===== src/rtl/operand_fetcher.sv =====
// Operand fetcher: streams DATA_THREADS-wide beats from a preloaded operand
// memory, one beat per READ/SEND pair, with valid/ready backpressure.

module op_lane_mem #(
  parameter int W      = 32,
  parameter int DEPTH  = 16,
  parameter int ADDR_W = 4
) (
  input  logic              clock,
  input  logic              reset,
  input  logic              wr_en_i,
  input  logic [ADDR_W-1:0] wr_addr_i,
  input  logic [W-1:0]      wr_data_i,
  input  logic              rd_en_i,
  input  logic [ADDR_W-1:0] rd_addr_i,
  output logic [W-1:0]      rd_data_o
);
  logic [W-1:0] mem_q [DEPTH];
  logic [W-1:0] rd_q;

  // Storage is deliberately not reset; only the read register is.
  always_ff @(posedge clock) begin
    if (wr_en_i) mem_q[wr_addr_i] <= wr_data_i;
  end

  // Read-first: a same-cycle write to rd_addr lands after this sample.
  always_ff @(posedge clock) begin
    if (!reset)       rd_q <= '0;
    else if (rd_en_i) rd_q <= mem_q[rd_addr_i];
  end

  assign rd_data_o = rd_q;
endmodule

module operand_fetcher #(
  parameter int BITNESS      = 32,
  parameter int DATA_THREADS = 2,
  parameter int DEPTH        = 16,
  parameter int ADDR_W       = $clog2(DEPTH)
) (
  input  logic                              clock,
  input  logic                              reset,
  input  logic                              cmd_valid,
  output logic                              cmd_ready,
  input  logic [ADDR_W-1:0]                 cmd_base,
  input  logic [ADDR_W:0]                   cmd_count,
  input  logic                              wr_en,
  input  logic [ADDR_W-1:0]                 wr_addr,
  input  logic [BITNESS*DATA_THREADS-1:0]   wr_data,
  output logic                              out_valid,
  input  logic                              out_ready,
  output logic [BITNESS*DATA_THREADS-1:0]   out_data,
  output logic                              out_last,
  output logic                              busy,
  output logic                              done
);
  localparam int CNT_W = ADDR_W + 1;

  localparam logic [1:0] S_IDLE = 2'd0;
  localparam logic [1:0] S_READ = 2'd1;
  localparam logic [1:0] S_SEND = 2'd2;
  localparam logic [1:0] S_DONE = 2'd3;

  logic [1:0]        state_q, state_d;
  logic [ADDR_W-1:0] ptr_q, ptr_d;
  logic [CNT_W-1:0]  rem_q, rem_d;
  logic              rd_en;

  logic [DATA_THREADS-1:0][BITNESS-1:0] wr_lanes, rd_lanes;

  assign wr_lanes = wr_data;
  assign out_data = rd_lanes;
  assign rd_en    = (state_q == S_READ);

  for (genvar l = 0; l < DATA_THREADS; l++) begin : g_lane
    op_lane_mem #(.W(BITNESS), .DEPTH(DEPTH), .ADDR_W(ADDR_W)) u_mem (
      .clock     (clock),
      .reset     (reset),
      .wr_en_i   (wr_en),
      .wr_addr_i (wr_addr),
      .wr_data_i (wr_lanes[l]),
      .rd_en_i   (rd_en),
      .rd_addr_i (ptr_q),
      .rd_data_o (rd_lanes[l])
    );
  end

  assign cmd_ready = (state_q == S_IDLE) && reset;
  assign out_valid = (state_q == S_SEND);
  assign out_last  = (state_q == S_SEND) && (rem_q == CNT_W'(1));
  assign done      = (state_q == S_DONE);
  assign busy      = (state_q != S_IDLE);

  always_comb begin
    state_d = state_q;
    ptr_d   = ptr_q;
    rem_d   = rem_q;
    case (state_q)
      S_IDLE: begin
        if (cmd_valid && cmd_ready) begin
          ptr_d   = cmd_base;
          rem_d   = cmd_count;
          state_d = (cmd_count == '0) ? S_DONE : S_READ;
        end
      end
      S_READ: state_d = S_SEND;
      S_SEND: begin
        if (out_ready) begin
          // Pointer width is exactly ADDR_W, so DEPTH-1 wraps to 0 for free.
          ptr_d   = ptr_q + ADDR_W'(1);
          rem_d   = rem_q - CNT_W'(1);
          state_d = (rem_q > CNT_W'(1)) ? S_READ : S_DONE;
        end
      end
      default: state_d = S_IDLE;
    endcase
  end

  always_ff @(posedge clock) begin
    if (!reset) begin
      state_q <= S_IDLE;
      ptr_q   <= '0;
      rem_q   <= '0;
    end else begin
      state_q <= state_d;
      ptr_q   <= ptr_d;
      rem_q   <= rem_d;
    end
  end
endmodule


===== config.mk =====
export PLATFORM = sky130hd
export DESIGN_NAME = operand_fetcher
export DESIGN_NICKNAME = d
export VERILOG_FILES = /design/src/rtl/operand_fetcher.sv
export SDC_FILE = /design/constraint.sdc
export NUM_CORES = 1
export LEC_CHECK = 0
export CAP_MARGIN = 0
export CORE_MARGIN = 8
export CORE_UTILIZATION = 55
export CTS_CLUSTER_SIZE = 28
export DETAILED_ROUTE_END_ITERATION = 8
export GPL_TIMING_DRIVEN = 0
export PLACE_DENSITY = 0.76
export SYNTH_ARGS = -nofsm -noshare
export SYNTH_HDL_FRONTEND = slang
export SYNTH_SLANG_ARGS = --single-unit

===== constraint.sdc =====
create_clock -name clock -period 7.15 [get_ports clock]
set_input_delay 1.43 -clock clock [delete_from_list [all_inputs] [get_ports clock]]
set_output_delay 1.43 -clock clock [all_outputs]
set_load 0.005 [all_outputs]

# Word-level counts from Yosys, hierarchy flattened
# Memories as Yosys holds them, arrays and structs flattened. A register that Yosys moved wholly into a read port is not among the register bits.
# Index checks and enable logic that the tools add are counted.
# op_classes
n_addsub,2
magnitude_cmp,1
n_eq_ne,6
mux,13
reduce_logical,11
# op_table
op,n
5-bit two-way mux,2
5-bit one-hot mux with 2 select lines,1
2-bit two-way mux,4
4-bit two-way mux,2
4-bit one-hot mux with 2 select lines,1
2-bit one-hot mux with 3 select lines,1
5-bit by 1-bit == test with 1-bit output (second input constant),1
5-bit by 1-bit > comparator with 1-bit output (second input constant),1
5-bit zero test,1
5-bit by 1-bit subtractor with 5-bit output (second input constant),1
4-bit by 1-bit adder with 4-bit output (second input constant),1
2-bit == test (second input constant),2
2-bit by 1-bit inequality test with 1-bit output (second input constant),2
2-bit nonzero test,2
1-bit logical AND,3
3-bit AND reduction,1
2-bit by 1-bit == test with 1-bit output (second input constant),1
1-bit zero test,2
2-bit zero test,1
1-bit two-way mux,2
2-bit AND reduction,1
# word_totals
reg_bits,11
mem_bits_rw,1024
in_bits,82
out_inout_bits,69
wordCells,38
mem_count,2
# mem_list
name,words,word_bits,rd,rd_ports_with_merged_regs,write_ports,line,rtl
g_lane[0].u_mem.mem_q,16,32,1,1,1,18,logic [W-1:0] mem_q [DEPTH];
g_lane[1].u_mem.mem_q,16,32,1,1,1,18,

# Logic depth before layout (Yosys ltp)
# Gate-level depths: netlist (run 1).
# logic_depth
ltp_word,5
depth_mapped,9
ltp_nobuf,6

# Cells and area by module
# From an unflattened synthesis (run 1), not the netlist that was laid out.
# hier_totals
cells_unflattened,2522
area_unflattened_um2,42463.2
# modules_own_cells
mod,instances,cells_per_inst,area_each_um2,seq_area_each_um2
op_lane_mem,2,1216,20866.3,16015.4
operand_fetcher,1,90,730.7,220.2

# Worst setup path after synthesis (run 1)
# No wires, ideal clock.
# synth_timing
path_type,input-to-reg
startpoint,input wr_addr[3]
endpoint,memory g_lane[0].u_mem.mem_q[0][0] (enable)
setup_ns,0.565
arrival_ns,6.293
path_slack_ns,0.291
stages,2
path_buffers,0
cell_sequence,or3b_2 nor3_1
# synth_lines
item,line,rtl
from (decl),48,"input logic [ADDR_W-1:0] wr_addr,"
to (decl),18,
# No word-level cell before the write port.

# Final worst setup path (run 1)
# layout_timing
startpoint,input reset
endpoint,output cmd_ready
# layout_between
elab_chain_len,1
# layout_rtl
item,line,rtl
from (decl),42,"input logic reset,"
1-bit logical AND,88,assign cmd_ready = (state_q == S_IDLE) && reset;
to (decl),44,"output logic cmd_ready,"
# Every way passes these cells.

==> out/summary.json, run 1 <==
{
  "status": {"value": "completed"},
  "vias": {"value": 21200},
  "vdd_drop_max": {"value": 0.163, "unit": "mV"},
  "layout.cells.most_common_list": {"value": "1024 x sky130_fd_sc_hd__edfxtp_1, 193 x sky130_fd_sc_hd__mux4_2, 150 x sky130_fd_sc_hd__clkdlybuf4s50_1"},
  "yosys_register_bits": {"value": 1099},
  "post_route_cells_drive_above_1_share": {"value": 23.0, "unit": "%"},
  "setup_ws": {"value": 2.77, "unit": "ns"},
  "yosysWarnings": {"value": 0},
  "max-clock-path-buffers": {"value": 3},
  "track_usage": {"value": 22.5, "unit": "%"},
  "synthSimpleGateAreaFrac": {"value": 1.34, "unit": "%"},
  "detail_route.wirelength": {"value": 96500, "unit": "um"},
  "post_route_skew": {"value": 0.0201, "unit": "ns"},
  "rr_worst_depth": {"value": 9},
  "max_freq": {"value": 0.228, "unit": "GHz"},
  "floorplan.die_area": {"value": 84100, "unit": "um^2"},
  "ys.flop_type": {"value": "sky130_fd_sc_hd__edfxtp_1"},
  "post_cts.resized_instances": {"value": 0},
  "cellLeakagePower": {"value": 15.3, "unit": "nW"},
  "first_global_vias": {"value": 22300},
  "syn_area_per_cell": {"value": 21.2, "unit": "um^2"},
  "htree_num_levels": {"value": 3},
  "initial_utilization": {"value": 55.5, "unit": "%"},
  "die_y": {"value": 290, "unit": "um"},
  "cts_buffers": {"value": 105},
  "globalplace.congestion": {"value": 0.772},
  "core_region_area": {"value": 74300, "unit": "um^2"},
  "drt-pass1-iter-count": {"value": 8},
  "arrival": {"value": 2.95, "unit": "ns"},
  "wl_per_cell": {"value": 29.0, "unit": "um"},
  "drc_errors": {"value": 0},
  "cp_max_fo": {"value": 10},
  "die_width": {"value": 290, "unit": "um"},
  "power_frac_seq": {"value": 53.2, "unit": "%"},
  "rsz0062_at_grt": {"value": "no"},
  "area_growth": {"value": 17.4, "unit": "%"},
  "tightestPinTransition": {"value": 1.29, "unit": "ns"},
  "numPlacedInstances": {"value": 3126},
  "crit_required": {"value": 5.72, "unit": "ns"},
  "cts_root_buffer": {"value": "sky130_fd_sc_hd__clkbuf_16"},
  "timing.slew.headroom": {"value": 14.2, "unit": "%"},
  "post-cts-setup-buffers": {"value": 0},
  "power_switching": {"value": 2.88, "unit": "mW"},
  "grt_first_pass_wirelength": {"value": 143000, "unit": "um"},
  "critPathKind": {"value": "in -> out"},
  "portBuffers": {"value": 150},
  "antenna_found_initial": {"value": 6},
  "slew_violations": {"value": 0},
  "ys_types": {"value": 42},
  "synth_compound_gate_area_share": {"value": 3.72, "unit": "%"},
  "post_synth_instance_area": {"value": 41300, "unit": "um^2"},
  "largest_family_of_logic_cells_by_synthesized_area": {"value": "multiplexers"},
  "power_density": {"value": 281, "unit": "nW/um^2"},
  "place_hpwl": {"value": 61200, "unit": "um"},
  "worstSetupStartpointType": {"value": "input port"},
  "setup_violation_total_in_the_final_timing_report": {"value": 0},
  "finalNonFillerCells": {"value": 3329},
  "min_path_type": {"value": "reg -> reg"},
  "synth_nets": {"value": 2031},
  "intPower": {"value": 10.7, "unit": "mW"},
  "final_antenna_net_count": {"value": 0},
  "synth.yosys.seq_area_share": {"value": 78.1, "unit": "%"},
  "hold_viol_final": {"value": 0},
  "count_of_mapped_cells_out_of_synthesis": {"value": 1946},
  "timing.setup.tns": {"value": 0, "unit": "ns"},
  "fin_nets": {"value": 2349},
  "insertion_delay": {"value": 0.65, "unit": "ns"},
  "muxShareOfSynthArea": {"value": 15.4, "unit": "%"},
  "via_per_inst": {"value": 6.36},
  "final_min_period_over_clock_period": {"value": 61.3, "unit": "%"},
  "min_period": {"value": 4.38, "unit": "ns"},
  "cts_tree": {"value": "built"},
  "synthAdderAreaFrac": {"value": 0.0909, "unit": "%"},
  "placement_rows": {"value": 100},
  "preCtsSetupSlack": {"value": 2.81, "unit": "ns"},
  "combinationalPowerShare": {"value": 6.5, "unit": "%"},
  "design.portCount": {"value": 151},
  "clkTransAtPathRegs": {"value": 0.06, "unit": "ns"},
  "cp_capture_type": {"value": "output port"},
  "cts_sinks": {"value": 1099},
  "synth-async-reset-ratio": {"value": 0, "unit": "%"},
  "postCtsHoldBufs": {"value": 0},
  "p_clk_share": {"value": 40.3, "unit": "%"},
  "globalRouteOverflowTotal": {"value": 0},
  "dr.first_iter.drc_count": {"value": 2806},
  "maximum_number_of_pins_on_one_net_before_global_route_repair": {"value": 27},
  "post_synth_edffs": {"value": 1024},
  "area_share_of_xor_xnor_cells_in_the_synthesized_design": {"value": 0, "unit": "%"},
  "mostFrequentLayoutCell": {"value": "sky130_fd_sc_hd__edfxtp_1"},
  "min_path_cells": {"value": 2},
  "swShare": {"value": 21.2, "unit": "%"},
  "drv_cap": {"value": 0}
}
-- per-layer routing --
metal  GRT usage [%]  share of wire (%)  up-vias
li1                -                  -     8773
met1            30.2                 38    11100
met2            37.7                 50     1129
met3            4.32                9.1      199
met4            6.76                2.7        4
met5               0              0.029        -
-- state kept, by name (all words and copies together), names as in the netlist --
register,flops
rem_q,5
state_q,2
g_lane.u_mem.rd_data_o,64
g_lane.u_mem.mem_q,1024
ptr_q,4
-- logic make-up (layout without fill, tap and decap cells) --
| group | count (synthesis) | in the layout |
|---|---|---|
| compound gates | 219 | 219 |
| fa+ha+maj | 3 | 3 |
| buf+inv | 116 | 526 |
| flops | 1099 | 1099 |
| mux | 385 | 385 |
| other cells | 0 | 4 |
| simple gates | 124 | 124 |
-- metrics by stage --
step	utilization [%]	instance area (um^2)	hold WS, ns	total power [mW]
floorplan	-	41300	0.479	7.85
global placement	59.2	44000	0.478	8.20
detailed placement	60.6	45000	0.486	8.25
CTS	65.2	48500	0.501	13.7
global route	65.2	48500	0.525	14.0
finish	65.2	48500	0.498	13.6
-- synth_stat cells (all sizes together), types with 2 or more instances --
cell type	count	share of area [%]
a21oi	10	0.12
a211oi	4	0.073
inv	5	0.045
nor3	7	0.085
buf	53	0.76
dfxtp	75	3.6
mux4	193	11
mux2i	127	3.1
a311oi	2	0.042
nor2	23	0.21
ha	3	0.091
a22oi	63	1.1
and4	2	0.042
o21ai	70	0.85
clkbuf	58	0.53
nand2b	4	0.061
a221oi	63	1.3
nor2b	2	0.030
and3	2	0.030
mux2	65	1.8
nand3b	4	0.073
and2	2	0.030
edfxtp	1024	74
a21o	2	0.036
nand2	71	0.65
-- worst max-delay path: stages --
cell                              delay (ns)
sky130_fd_sc_hd__clkdlybuf4s50_1        0.64
sky130_fd_sc_hd__inv_2                  0.17
sky130_fd_sc_hd__nor3_1                 0.17
sky130_fd_sc_hd__clkdlybuf4s50_1        0.54
-- power groups by stage --
| stage | Combinational [mW] | Sequential [mW] | Clock, mW |
|---|---|---|---|
| finish | 0.886 | 7.23 | 5.48 |
| global route | 0.941 | 7.24 | 5.77 |
| CTS | 0.891 | 7.24 | 5.53 |
| detailed placement | 0.885 | 7.37 | 0 |
| global placement | 0.829 | 7.38 | 0 |
| floorplan | 0.491 | 7.36 | 0 |
-- final cells by class --
type	count	area, um^2
antenna	4	10.0
inverter	5	18.8
fill	4724	25800
buffer	111	533
tap	969	1210
multi-input combinational	731	8590
clock inverter	48	487
clock buffer	151	2940
sequential	1099	32300
timing repair buffer	211	2440
-- final timing paths --
kind,endpoint,start,slack [ns]
worst max-delay path,cmd_ready,reset,2.77
worst min register to register,g_lane[0].u_mem.rd_data_o[11]$_SDFFE_PN0P_,g_lane[0].u_mem.rd_data_o[11]$_SDFFE_PN0P_,0.50
worst min-delay path,g_lane[0].u_mem.rd_data_o[11]$_SDFFE_PN0P_,g_lane[0].u_mem.rd_data_o[11]$_SDFFE_PN0P_,0.50
worst max register to register,g_lane[1].u_mem.rd_data_o[22]$_SDFFE_PN0P_,ptr_q[0]$_SDFFE_PN0P_,4.07
(Power assumes the default switching activity.)
==> inputs of run 2 (changes only) <==
- clock period: 7.15 -> 3.64 ns (I/O delays scaled with it)
==> run 2 against run 1 <==
Against the previous run: total power rose by 97%; highest routed layer unchanged; first-iteration DRC count down 17%; critical path depth increased by 2.
==> out/summary.json, run 2 (synthesized netlist as in run 1, its figures left out) <==
{
  "max_stage_delay": {"value": 0.50, "unit": "ns", "change": "was 0.64 ns"},
  "post_route_cells_drive_above_1_share": {"value": 22.9, "unit": "%", "change": "was 23.0%"},
  "dominant_cell_type_by_count_on_the_critical_path": {"value": "sky130_fd_sc_hd__clkbuf_1", "change": "was sky130_fd_sc_hd__clkdlybuf4s50_1"},
  "portBuffers": {"value": 150, "change": "unchanged"},
  "drv_cap": {"value": 0, "change": "unchanged"},
  "slew_violations": {"value": 0, "change": "unchanged"},
  "drc_errors": {"value": 0, "change": "unchanged"},
  "place_hpwl": {"value": 61100, "unit": "um", "change": "was 61200 um"},
  "postCtsHoldBufs": {"value": 0, "change": "unchanged"},
  "dr.first_iter.drc_count": {"value": 2342, "change": "was 2806"},
  "timing.critical_path.cells": {"value": "clkbuf_1, nand2b_1, inv_2, clkbuf_1, and3_1, clkdlybuf4s50_1", "change": "was clkdlybuf4s50_1, inv_2, nor3_1, clkdlybuf4s50_1"},
  "wl_per_cell": {"value": 29.3, "unit": "um", "change": "was 29.0 um"},
  "register_bank_with_the_most_flops": {"value": "g_lane.u_mem.mem_q", "change": "unchanged"},
  "cp_max_fo": {"value": 10, "change": "unchanged"},
  "cts_root_buffer": {"value": "sky130_fd_sc_hd__clkbuf_16", "change": "unchanged"},
  "hold_ws": {"value": 0.494, "unit": "ns", "change": "was 0.498 ns"},
  "post_route_skew": {"value": 0.0293, "unit": "ns", "change": "was 0.0201 ns"},
  "power_density": {"value": 548, "unit": "nW/um^2", "change": "was 281 nW/um^2"},
  "min_period": {"value": 3.33, "unit": "ns"},
  "crit_required": {"value": 2.91, "unit": "ns", "change": "was 5.72 ns"},
  "core_region_area": {"value": 74300, "unit": "um^2", "change": "unchanged"},
  "min_path_cells": {"value": 2, "change": "unchanged"},
  "vdd_drop_max": {"value": 0.380, "unit": "mV", "change": "was 0.163 mV"},
  "worst_min_path_start": {"value": "g_lane[0].u_mem.rd_data_o[7]$_SDFFE_PN0P_", "change": "was g_lane[0].u_mem.rd_data_o[11]$_SDFFE_PN0P_"},
  "via_per_inst": {"value": 6.37, "change": "was 6.36"},
  "htree_num_levels": {"value": 3, "change": "unchanged"},
  "largest_reg_flops": {"value": 1024, "change": "unchanged"},
  "finalNonFillerCells": {"value": 3321, "change": "was 3329"},
  "max_freq": {"value": 0.300, "unit": "GHz"},
  "die_width": {"value": 290, "unit": "um", "change": "unchanged"},
  "r2r_start": {"value": "ptr_q[2]$_SDFFE_PN0P_", "change": "was ptr_q[0]$_SDFFE_PN0P_"},
  "rr_worst_depth": {"value": 7, "change": "was 9"},
  "initial_utilization": {"value": 55.5, "unit": "%", "change": "unchanged"},
  "die_y": {"value": 290, "unit": "um", "change": "unchanged"},
  "crit-reg2reg-capture": {"value": "g_lane[1].u_mem.rd_data_o[30]$_SDFFE_PN0P_", "change": "was g_lane[1].u_mem.rd_data_o[22]$_SDFFE_PN0P_"},
  "post_cts.resized_instances": {"value": 0, "change": "unchanged"},
  "maximum_number_of_pins_on_one_net_before_global_route_repair": {"value": 28, "change": "was 27"},
  "crit_family": {"value": "buffers and inverters", "change": "unchanged"},
  "design.portCount": {"value": 151, "change": "unchanged"},
  "timing.critical_path.slowest_stage_cell": {"value": "sky130_fd_sc_hd__clkdlybuf4s50_1", "change": "unchanged"},
  "insertion_delay": {"value": 0.68, "unit": "ns", "change": "was 0.65 ns"},
  "final_min_period_over_clock_period": {"value": 91.5, "unit": "%"},
  "arrival": {"value": 2.60, "unit": "ns", "change": "was 2.95 ns"},
  "final_antenna_net_count": {"value": 0, "change": "unchanged"},
  "numPlacedInstances": {"value": 3116, "change": "was 3126"},
  "vias": {"value": 21200, "change": "about the same"},
  "min_path_type": {"value": "reg -> reg", "change": "unchanged"},
  "antenna_found_initial": {"value": 6, "change": "unchanged"},
  "worst-r2r-setup-slack": {"value": 0.42, "unit": "ns", "change": "was 4.07 ns"},
  "timing.slew.headroom": {"value": 7.76, "unit": "%", "change": "was 14.2%"},
  "globalplace.congestion": {"value": 0.785, "change": "was 0.772"},
  "worstSetupStartpointType": {"value": "register", "change": "was input port"},
  "area_growth": {"value": 18.3, "unit": "%", "change": "was 17.4%"},
  "grt_first_pass_wirelength": {"value": 143000, "unit": "um", "change": "about the same"},
  "placement_rows": {"value": 100, "change": "unchanged"},
  "floorplan.die_area": {"value": 84100, "unit": "um^2", "change": "unchanged"},
  "layout.cells.most_common_list": {"value": "1024 x sky130_fd_sc_hd__edfxtp_1, 193 x sky130_fd_sc_hd__mux4_2, 150 x sky130_fd_sc_hd__clkdlybuf4s50_1", "change": "unchanged"},
  "cts_buffers": {"value": 106, "change": "was 105"},
  "first_global_vias": {"value": 22100, "change": "was 22300"},
  "post-cts-setup-buffers": {"value": 0, "change": "unchanged"},
  "clkTransAtPathRegs": {"value": 0.06, "unit": "ns", "change": "about the same"},
  "globalRouteOverflowTotal": {"value": 0, "change": "unchanged"},
  "hold_viol_final": {"value": 0, "change": "unchanged"},
  "setup_violation_total_in_the_final_timing_report": {"value": 0, "change": "unchanged"},
  "status": {"value": "completed", "change": "unchanged"},
  "fin_nets": {"value": 2340, "change": "was 2349"},
  "cts_sinks": {"value": 1099, "change": "unchanged"},
  "track_usage": {"value": 22.7, "unit": "%", "change": "was 22.5%"},
  "cp_capture_type": {"value": "output port", "change": "unchanged"},
  "cts_tree": {"value": "built", "change": "unchanged"},
  "drt-pass1-iter-count": {"value": 5, "change": "was 8"},
  "hold_end": {"value": "g_lane[0].u_mem.rd_data_o[7]$_SDFFE_PN0P_", "change": "was g_lane[0].u_mem.rd_data_o[11]$_SDFFE_PN0P_"},
  "rsz0062_at_grt": {"value": "no", "change": "unchanged"},
  "tightestPinTransition": {"value": 1.38, "unit": "ns", "change": "was 1.29 ns"},
  "mostFrequentLayoutCell": {"value": "sky130_fd_sc_hd__edfxtp_1", "change": "unchanged"},
  "detail_route.wirelength": {"value": 97500, "unit": "um", "change": "was 96500 um"},
  "max-clock-path-buffers": {"value": 3, "change": "unchanged"},
  "cellLeakagePower": {"value": 15.4, "unit": "nW", "change": "was 15.3 nW"},
  "critPathKind": {"value": "reg -> out", "change": "was in -> out"},
  "cp_num_buf_inv": {"value": 4, "change": "was 3"}
}
run 2: cell count changes in the layout (fill, tap and decap cells not counted), moves of 4 or more:
cell                       previous run  this run
sky130_fd_sc_hd__buf_4                9         5
sky130_fd_sc_hd__buf_16               1        28
sky130_fd_sc_hd__buf_12              27        18
sky130_fd_sc_hd__nor3_4               0         4
sky130_fd_sc_hd__clkbuf_8            12        17
sky130_fd_sc_hd__buf_6               34         8
sky130_fd_sc_hd__clkinv_1             7        12
sky130_fd_sc_hd__clkbuf_1            91        80
sky130_fd_sc_hd__nor3_2               4         0
run 2: how the worst max path moves through the flow:
stage                            start                                         end  cells after the start  slack, ns
2_1_floorplan               wr_addr[3]       g_lane[0].u_mem.mem_q[1][0]$_DFFE_PP_                      2      -0.78
3_3_place_gp                     wr_en      g_lane[0].u_mem.mem_q[1][16]$_DFFE_PP_                      3      -4.18
3_5_place_dp                     reset  g_lane[0].u_mem.rd_data_o[27]$_SDFFE_PN0P_                      6       0.10
4_1_cts        state_q[0]$_SDFFE_PN0P_                                    out_last                      6       0.31
5_1_grt        state_q[0]$_SDFFE_PN0P_                                    out_last                      6       0.17
6_report       state_q[0]$_SDFFE_PN0P_                                    out_last                      6       0.31
run 2: layout make-up:
class | instances | area, um^2
fill | 4641 | 25500
buffer | 111 | 533
clock buffer | 148 | 3040
sequential | 1099 | 32300
inverter | 5 | 18.8
antenna | 7 | 17.5
multi-input combinational | 731 | 8620
clock inverter | 50 | 415
tap | 969 | 1210
timing repair buffer | 201 | 2710
run 2: routing by layer:
layer / share of wire [%] / vias to the layer above / GRT usage [%] / wire [um]
li1: - / 8774 / - / -
met1: 38 / 11100 / 29.6 / 37000
met2: 51 / 1095 / 38.9 / 49600
met3: 8.5 / 186 / 4.22 / 8240
met4: 2.7 / 2 / 7.14 / 2600
met5: 0.016 / - / 0 / 16
run 2: worst reg2reg max path: cells and delay by family, from the launching register on:
family,cells,cell delay (ns)
AOI/OAI and AO/OA,1,0.28
DFF,1,0.30
muxes,1,0.43
buffers and inverters,4,1.95
and+or+nand+nor,1,0.12
run 2: metrics by stage:
stage / cell area, um^2 / total power [mW] / setup WS [ns] / utilization [%] / setup TNS, ns
after global routing: 48800 / 27.4 / 0.167 / 65.7 / 0
after CTS: 48800 / 26.8 / 0.306 / 65.7 / 0
after global placement: 44100 / 16.1 / -4.18 / 59.3 / -2370.78
after detailed placement: 45300 / 16.2 / 0.101 / 61.0 / 0
final: 48800 / 26.7 / 0.308 / 65.7 / 0
after floorplan: 41300 / 15.4 / -0.782 / - / -185.86
run 2: where the power goes:
part / switching (mW) / internal (mW)
Combinational: 0.977 / 0.780
Clock: 4.58 / 6.19
Sequential: 0.113 / 14.1
